===== src/rtl/registers_bank_param.sv =====
// registers_bank_param
// --------------------------------------------------------------------------
// Parametrised register bank for the nRisc datapath. It holds NUM_REGS
// registers of DATA_W bits and has one synchronous write port and two
// combinational read ports. Each register also has a busy bit. A producer
// that needs several cycles sets the busy bit when it issues. The matching
// writeback clears it, so the control unit can stall on pending results.
//
// Options:
//   ZERO_REG = 1 : register 0 always reads 0, ignores writes, is never busy
//   BYPASS   = 1 : a valid write in this cycle is forwarded to any read port
//                  that reads the same register. That port then shows busy 0.
//
// Ports:
//   Clock               rising-edge clock for all state
//   Reset               synchronous, active-high; clears data and busy bits
//   RegWrite            write enable
//   Address             write address
//   WriteData           write data
//   Reg1_read/Reg2_read read addresses
//   Data1/Data2         read data (combinational)
//   Lock                set busy[LockAddr] at the next edge
//   LockAddr            register to mark busy
//   Busy1/Busy2         busy state of the register each read port addresses
//   AnyBusy             OR of all busy bits
// --------------------------------------------------------------------------
module registers_bank_param #(
  parameter int DATA_W   = 8,
  parameter int NUM_REGS = 4,
  parameter int ADDR_W   = 2,
  parameter int ZERO_REG = 0,
  parameter int BYPASS   = 1
) (
  input  logic              Clock,
  input  logic              Reset,
  input  logic              RegWrite,
  input  logic [ADDR_W-1:0] Address,
  input  logic [DATA_W-1:0] WriteData,
  input  logic [ADDR_W-1:0] Reg1_read,
  input  logic [ADDR_W-1:0] Reg2_read,
  output logic [DATA_W-1:0] Data1,
  output logic [DATA_W-1:0] Data2,
  input  logic              Lock,
  input  logic [ADDR_W-1:0] LockAddr,
  output logic              Busy1,
  output logic              Busy2,
  output logic              AnyBusy
);

  logic [DATA_W-1:0]   regs_q [NUM_REGS];
  logic [DATA_W-1:0]   regs_d [NUM_REGS];
  logic [NUM_REGS-1:0] busy_q;
  logic [NUM_REGS-1:0] busy_d;

  logic                wr_en_s;
  logic                lk_en_s;
  logic [DATA_W-1:0]   data1_s;
  logic [DATA_W-1:0]   data2_s;
  logic                busy1_s;
  logic                busy2_s;

  // An address names real storage only if it is below NUM_REGS and is not
  // the hardwired zero register.
  function automatic logic addr_ok(input logic [ADDR_W-1:0] a);
    logic ok;
    if (32'(a) >= 32'(NUM_REGS)) begin
      ok = 1'b0;
    end else if ((ZERO_REG != 0) && (a == '0)) begin
      ok = 1'b0;
    end else begin
      ok = 1'b1;
    end
    return ok;
  endfunction

  // Qualify the write and lock requests against the address range.
  always_comb begin
    wr_en_s = RegWrite & addr_ok(Address);
    lk_en_s = Lock & addr_ok(LockAddr);
  end

  // Next-state data and busy bits. A write clears busy first. A lock in the
  // same cycle then sets it again, so the newer producer wins.
  always_comb begin
    for (int i = 0; i < NUM_REGS; i++) begin
      regs_d[i] = regs_q[i];
      busy_d[i] = busy_q[i];
      if (wr_en_s && (Address == ADDR_W'(i))) begin
        regs_d[i] = WriteData;
        busy_d[i] = 1'b0;
      end else begin
        regs_d[i] = regs_q[i];
      end
      if (lk_en_s && (LockAddr == ADDR_W'(i))) begin
        busy_d[i] = 1'b1;
      end else begin
        busy_d[i] = busy_d[i];
      end
    end
  end

  // State registers with synchronous reset taking priority over write and lock.
  always_ff @(posedge Clock) begin
    if (Reset) begin
      for (int i = 0; i < NUM_REGS; i++) begin
        regs_q[i] <= '0;
      end
      busy_q <= '0;
    end else begin
      regs_q <= regs_d;
      busy_q <= busy_d;
    end
  end

  // Read port 1: invalid or zero address gives 0, then forwarding, then storage.
  always_comb begin
    data1_s = '0;
    busy1_s = 1'b0;
    if (!addr_ok(Reg1_read)) begin
      data1_s = '0;
      busy1_s = 1'b0;
    end else if ((BYPASS != 0) && wr_en_s && (Address == Reg1_read)) begin
      data1_s = WriteData;
      busy1_s = 1'b0;
    end else begin
      for (int i = 0; i < NUM_REGS; i++) begin
        data1_s = (Reg1_read == ADDR_W'(i)) ? regs_q[i] : data1_s;
        busy1_s = (Reg1_read == ADDR_W'(i)) ? busy_q[i] : busy1_s;
      end
    end
  end

  // Read port 2: same selection as port 1.
  always_comb begin
    data2_s = '0;
    busy2_s = 1'b0;
    if (!addr_ok(Reg2_read)) begin
      data2_s = '0;
      busy2_s = 1'b0;
    end else if ((BYPASS != 0) && wr_en_s && (Address == Reg2_read)) begin
      data2_s = WriteData;
      busy2_s = 1'b0;
    end else begin
      for (int i = 0; i < NUM_REGS; i++) begin
        data2_s = (Reg2_read == ADDR_W'(i)) ? regs_q[i] : data2_s;
        busy2_s = (Reg2_read == ADDR_W'(i)) ? busy_q[i] : busy2_s;
      end
    end
  end

  assign Data1   = data1_s;
  assign Data2   = data2_s;
  assign Busy1   = busy1_s;
  assign Busy2   = busy2_s;
  assign AnyBusy = |busy_q;

endmodule


===== config.mk =====
export PLATFORM = sky130hd
export DESIGN_NAME = registers_bank_param
export DESIGN_NICKNAME = d
export VERILOG_FILES = /design/src/rtl/registers_bank_param.sv
export SDC_FILE = /design/constraint.sdc
export NUM_CORES = 1
export LEC_CHECK = 0
export CAP_MARGIN = 10
export CORE_UTILIZATION = 47
export CTS_CLUSTER_SIZE = 40
export DETAILED_ROUTE_END_ITERATION = 12
export PLACE_DENSITY = 0.73
export SLEW_MARGIN = 20
export SYNTH_ARGS = -nofsm -noshare
export SYNTH_HDL_FRONTEND = slang
export SYNTH_SLANG_ARGS = --single-unit
export TNS_END_PERCENT = 30

===== constraint.sdc =====
create_clock -name Clock -period 1.6 [get_ports Clock]
set_clock_uncertainty 0.15 [all_clocks]
set_input_delay 0.32 -clock Clock [delete_from_list [all_inputs] [get_ports Clock]]
set_output_delay 0.32 -clock Clock [all_outputs]
set_load 0.005 [all_outputs]

==> results.py, run 1 <==
metrics = {
    "setup_path": {
        "cp_max_fo": 5,
        "required_ns": 1.13,
        "regToRegEndpoint": "busy_q[2]",
        "max_stage_delay_ns": 0.48,
        "crit_family": "multiplexers",
        "path_cells": "buf_12, buf_12, buf_6, mux4_2, mux2_4, buf_6",
        "worst-path-buf-inv": 4,
        "reg2reg_depth": 3,
        "endpoint_kind": "primary output",
        "reg2reg_slack_ns": 0.66,
        "worstSetupStartpointType": "input pin",
        "critical_path_class": "in2out",
        "critPathSlowestCell": "mux4_2",
        "worstPathArrival_ns": 1.50,
        "reg2reg_from": "busy_q[2]",
    },
    "power": {
        "p_clk_frac": 0.292,
        "powerDensity_nw_per_um2": 708,
        "swShare": 0.277,
        "power_switching_uw": 613,
        "seqPwrFrac": 0.433,
        "combPwrFrac": 0.275,
        "ir_worst_vdd_mv": 0.707,
        "intPower_uw": 1600,
        "p_leak_uw": 0.00141,
    },
    "layout": {
        "area_growth_pct": 48.2,
        "finalCoreUtilization": 0.753,
        "nNetsFinal": 284,
        "fin_cells": 315,
        "fill_cells": 291,
        "layout_common_cells": "39 x buf_4, 26 x nor2_1, 24 x mux2i_1, 20 x dfxtp_1, 20 x buf_6",
        "n_antenna_cell": 0,
        "drive_above_1_share": 0.532,
        "final_common_cell": "buf_4",
    },
    "synth": {
        "muxShareOfSynthArea": 0.424,
        "netlist_instances": 183,
        "seq_area_frac_synth": 0.342,
        "synth_top_family_by_area": "multiplexers",
        "ys_warn_count": 0,
        "synthAdderAreaFrac": 0,
        "ys_seq_elements": 36,
        "synth_area_um2": 2110,
        "syn_nets": 203,
        "ys_types": 24,
        "synthSimpleGateAreaFrac": 0.127,
        "synth-xor-area-share": 0.0309,
        "synth-compound-area-share": 0.0321,
        "avgSynthCellArea_um2": 11.5,
    },
    "timing": {
        "hold_viol_final": 0,
        "tns_ns": -6.60,
        "setup_slack_ns": -0.374,
        "fin_crit_sh": 1.23,
        "fmax_ghz": 0.507,
        "setup-violations-final": 19,
        "fin_crit_ns": 1.97,
        "max-slew-margin-rel": 0.827,
        "rsz0062_at_grt": "true",
        "tightest_slew_ns": 0.260,
        "report.final.slew_viol_count": 0,
    },
    "routing": {
        "firstDrtPassIters": 4,
        "drt_iter0_drc": 100,
        "drc": 0,
        "ant_nets": 0,
        "wl_per_cell_um": 20.0,
        "vias": 1838,
        "routed_wl_mm": 6.29,
        "viasPerCell": 5.83,
    },
    "clocking": {
        "cts_buffers": 5,
        "cts-root-buf": "clkbuf_8",
        "clock_latency_ns": 0.29,
        "clock_sinks": 36,
        "cts_max_level": 2,
        "clk_pin_slew_ns": 0.07,
        "cts_tree": "yes",
        "clock_path_buffers": 2,
    },
    "die": {
        "fp.coreArea_um2": 4140,
        "fp-row-count": 23,
        "die_y_um": 68.9,
        "initial_core_util": 0.508,
        "dieArea_um2": 4750,
        "die_x_um": 68.9,
        "io_pins": 39,
    },
    "global_routing": {
        "grt_pass1_vias": 1825,
        "overflow": 0,
        "grt_max_degree": 37,
        "antenna_found_initial": 0,
        "grt_pass1_wl_mm": 9.43,
        "grt_use_total": 0.282,
    },
    "place": {
        "gp_congestion": 0.822,
        "io_buffers": 38,
        "placed_cells": 289,
        "dp_hpwl_mm": 3.74,
    },
    "job": {
        "maxCapViolations": 0,
    },
    "worst_hold_path": {
        "whs_path_depth": 2,
        "min_from": "regs_q[4]",
        "hold_class": "reg2reg",
        "worstHoldEndpoint": "regs_q[4]",
    },
    "outcome": {
        "status": "finished, violations left",
        "violations": "negative setup slack",
    },
}
[kinds of logic (layout without fill, tap and decap cells)]
family                    count (synthesis)  after routing
xor gates and xnor gates                  4              4
buffers and inverters                    17             97
DFF                                      36             36
AOI/OAI and AO/OA                        12             12
muxes                                    58             58
and+or+nand+nor                          56             58
[layer usage]
layer	vias up	share of wire	wire length, um	track usage
li1	826	-	-	-
met1	940	0.39	2420	0.337
met2	56	0.54	3390	0.500
met3	16	0.050	313	0.0526
met4	0	0.025	157	0.105
met5	-	0	0	0
[power groups by stage]
stage | clock network [uW] | logic, uW | registers, uW
2_1_floorplan | 0 | 269 | 964
3_3_place_gp | 0 | 481 | 967
3_5_place_dp | 0 | 496 | 971
4_1_cts | 641 | 595 | 953
5_1_grt | 691 | 641 | 960
6_report | 645 | 607 | 957
[cell type report]
class                   instances  area [um2]  area share
clock buffers                   5        68.8      0.0221
clock inverters                 3        18.8     0.00601
inverters                       2        7.51     0.00241
multi-input cells             132        1370       0.439
flip-flops and latches         36         741       0.237
well taps                      50        62.6      0.0200
repair buffers                 87         852       0.273
[how the worst max path moves through the flow]
| stage | slack, ns | depth (start not counted) | startpoint | to |
|---|---|---|---|---|
| after floorplan | -0.06 | 3 | Reg1_read[0] | Data1[0] |
| after global placement | -1.07 | 5 | Reg2_read[0] | Data2[4] |
| after detailed placement | -1.09 | 5 | Reg2_read[0] | Data2[6] |
| after CTS | -0.37 | 6 | Reg1_read[0] | Data1[3] |
| after global routing | -0.41 | 6 | Reg1_read[0] | Data1[7] |
| final | -0.37 | 6 | Reg1_read[0] | Data1[3] |
[registers in the layout, summed over array words and instances, names as in the netlist]
| signal | cells |
|---|---|
| regs_q | 32 |
| busy_q | 4 |
[worst register-to-register path, delay by kind of cell (launching register included)]
family,cells,cell delay (ns)
flip-flops,1,0.34
AO/OA/AOI/OAI,1,0.15
buffers and inverters,1,0.13
AND/OR/NAND/NOR,1,0.06
[cells in the mapped netlist]
library cell,instances,area share
buf_6,2,0.011
dfxtp_1,36,0.34
mux4_1,2,0.025
a32oi_1,2,0.0083
mux2i_1,24,0.11
mux4_2,16,0.17
inv_1,2,0.0036
clkbuf_1,3,0.0053
buf_2,8,0.019
nor3b_1,1,0.0036
a21oi_1,10,0.024
and3_1,1,0.0030
xnor2_2,4,0.031
or4_1,1,0.0036
mux2_4,16,0.11
nand3_4,2,0.017
nand2_1,17,0.030
nand2b_1,1,0.0030
buf_1,1,0.0018
nor2_1,26,0.046
nand3b_1,2,0.0071
buf_4,1,0.0036
and2_1,2,0.0059
nand3_1,3,0.0071
[repair_timing]
item / 4_1_cts / 5_1_grt
hold buffers: 0 / 0
pin swaps: 8 / 0
buffers inserted: 13 / 1
resized for setup: 148 / 11
setup endpoints to repair: 41 / 22
gates cloned: 4 / 0
[metrics by stage]
step	hold WS (ns)	total power [uW]	cell area [um2]	setup slack [ns]
after floorplan	0.293	1230	2120	-0.0581
final	0.319	2210	3120	-0.374
after global routing	0.345	2290	3120	-0.406
after detailed placement	0.309	1470	2750	-1.09
after CTS	0.319	2190	3110	-0.370
after global placement	0.301	1450	2750	-1.07
(Power assumes the default switching activity.)
==> run 2, diff against run 1 <==
Settings changed: CAP_MARGIN 10 to not set, SLEW_MARGIN 20 to 25.
==> results of run 2 <==
No change in the layout: final DEF, timing and power equal those of run 1.
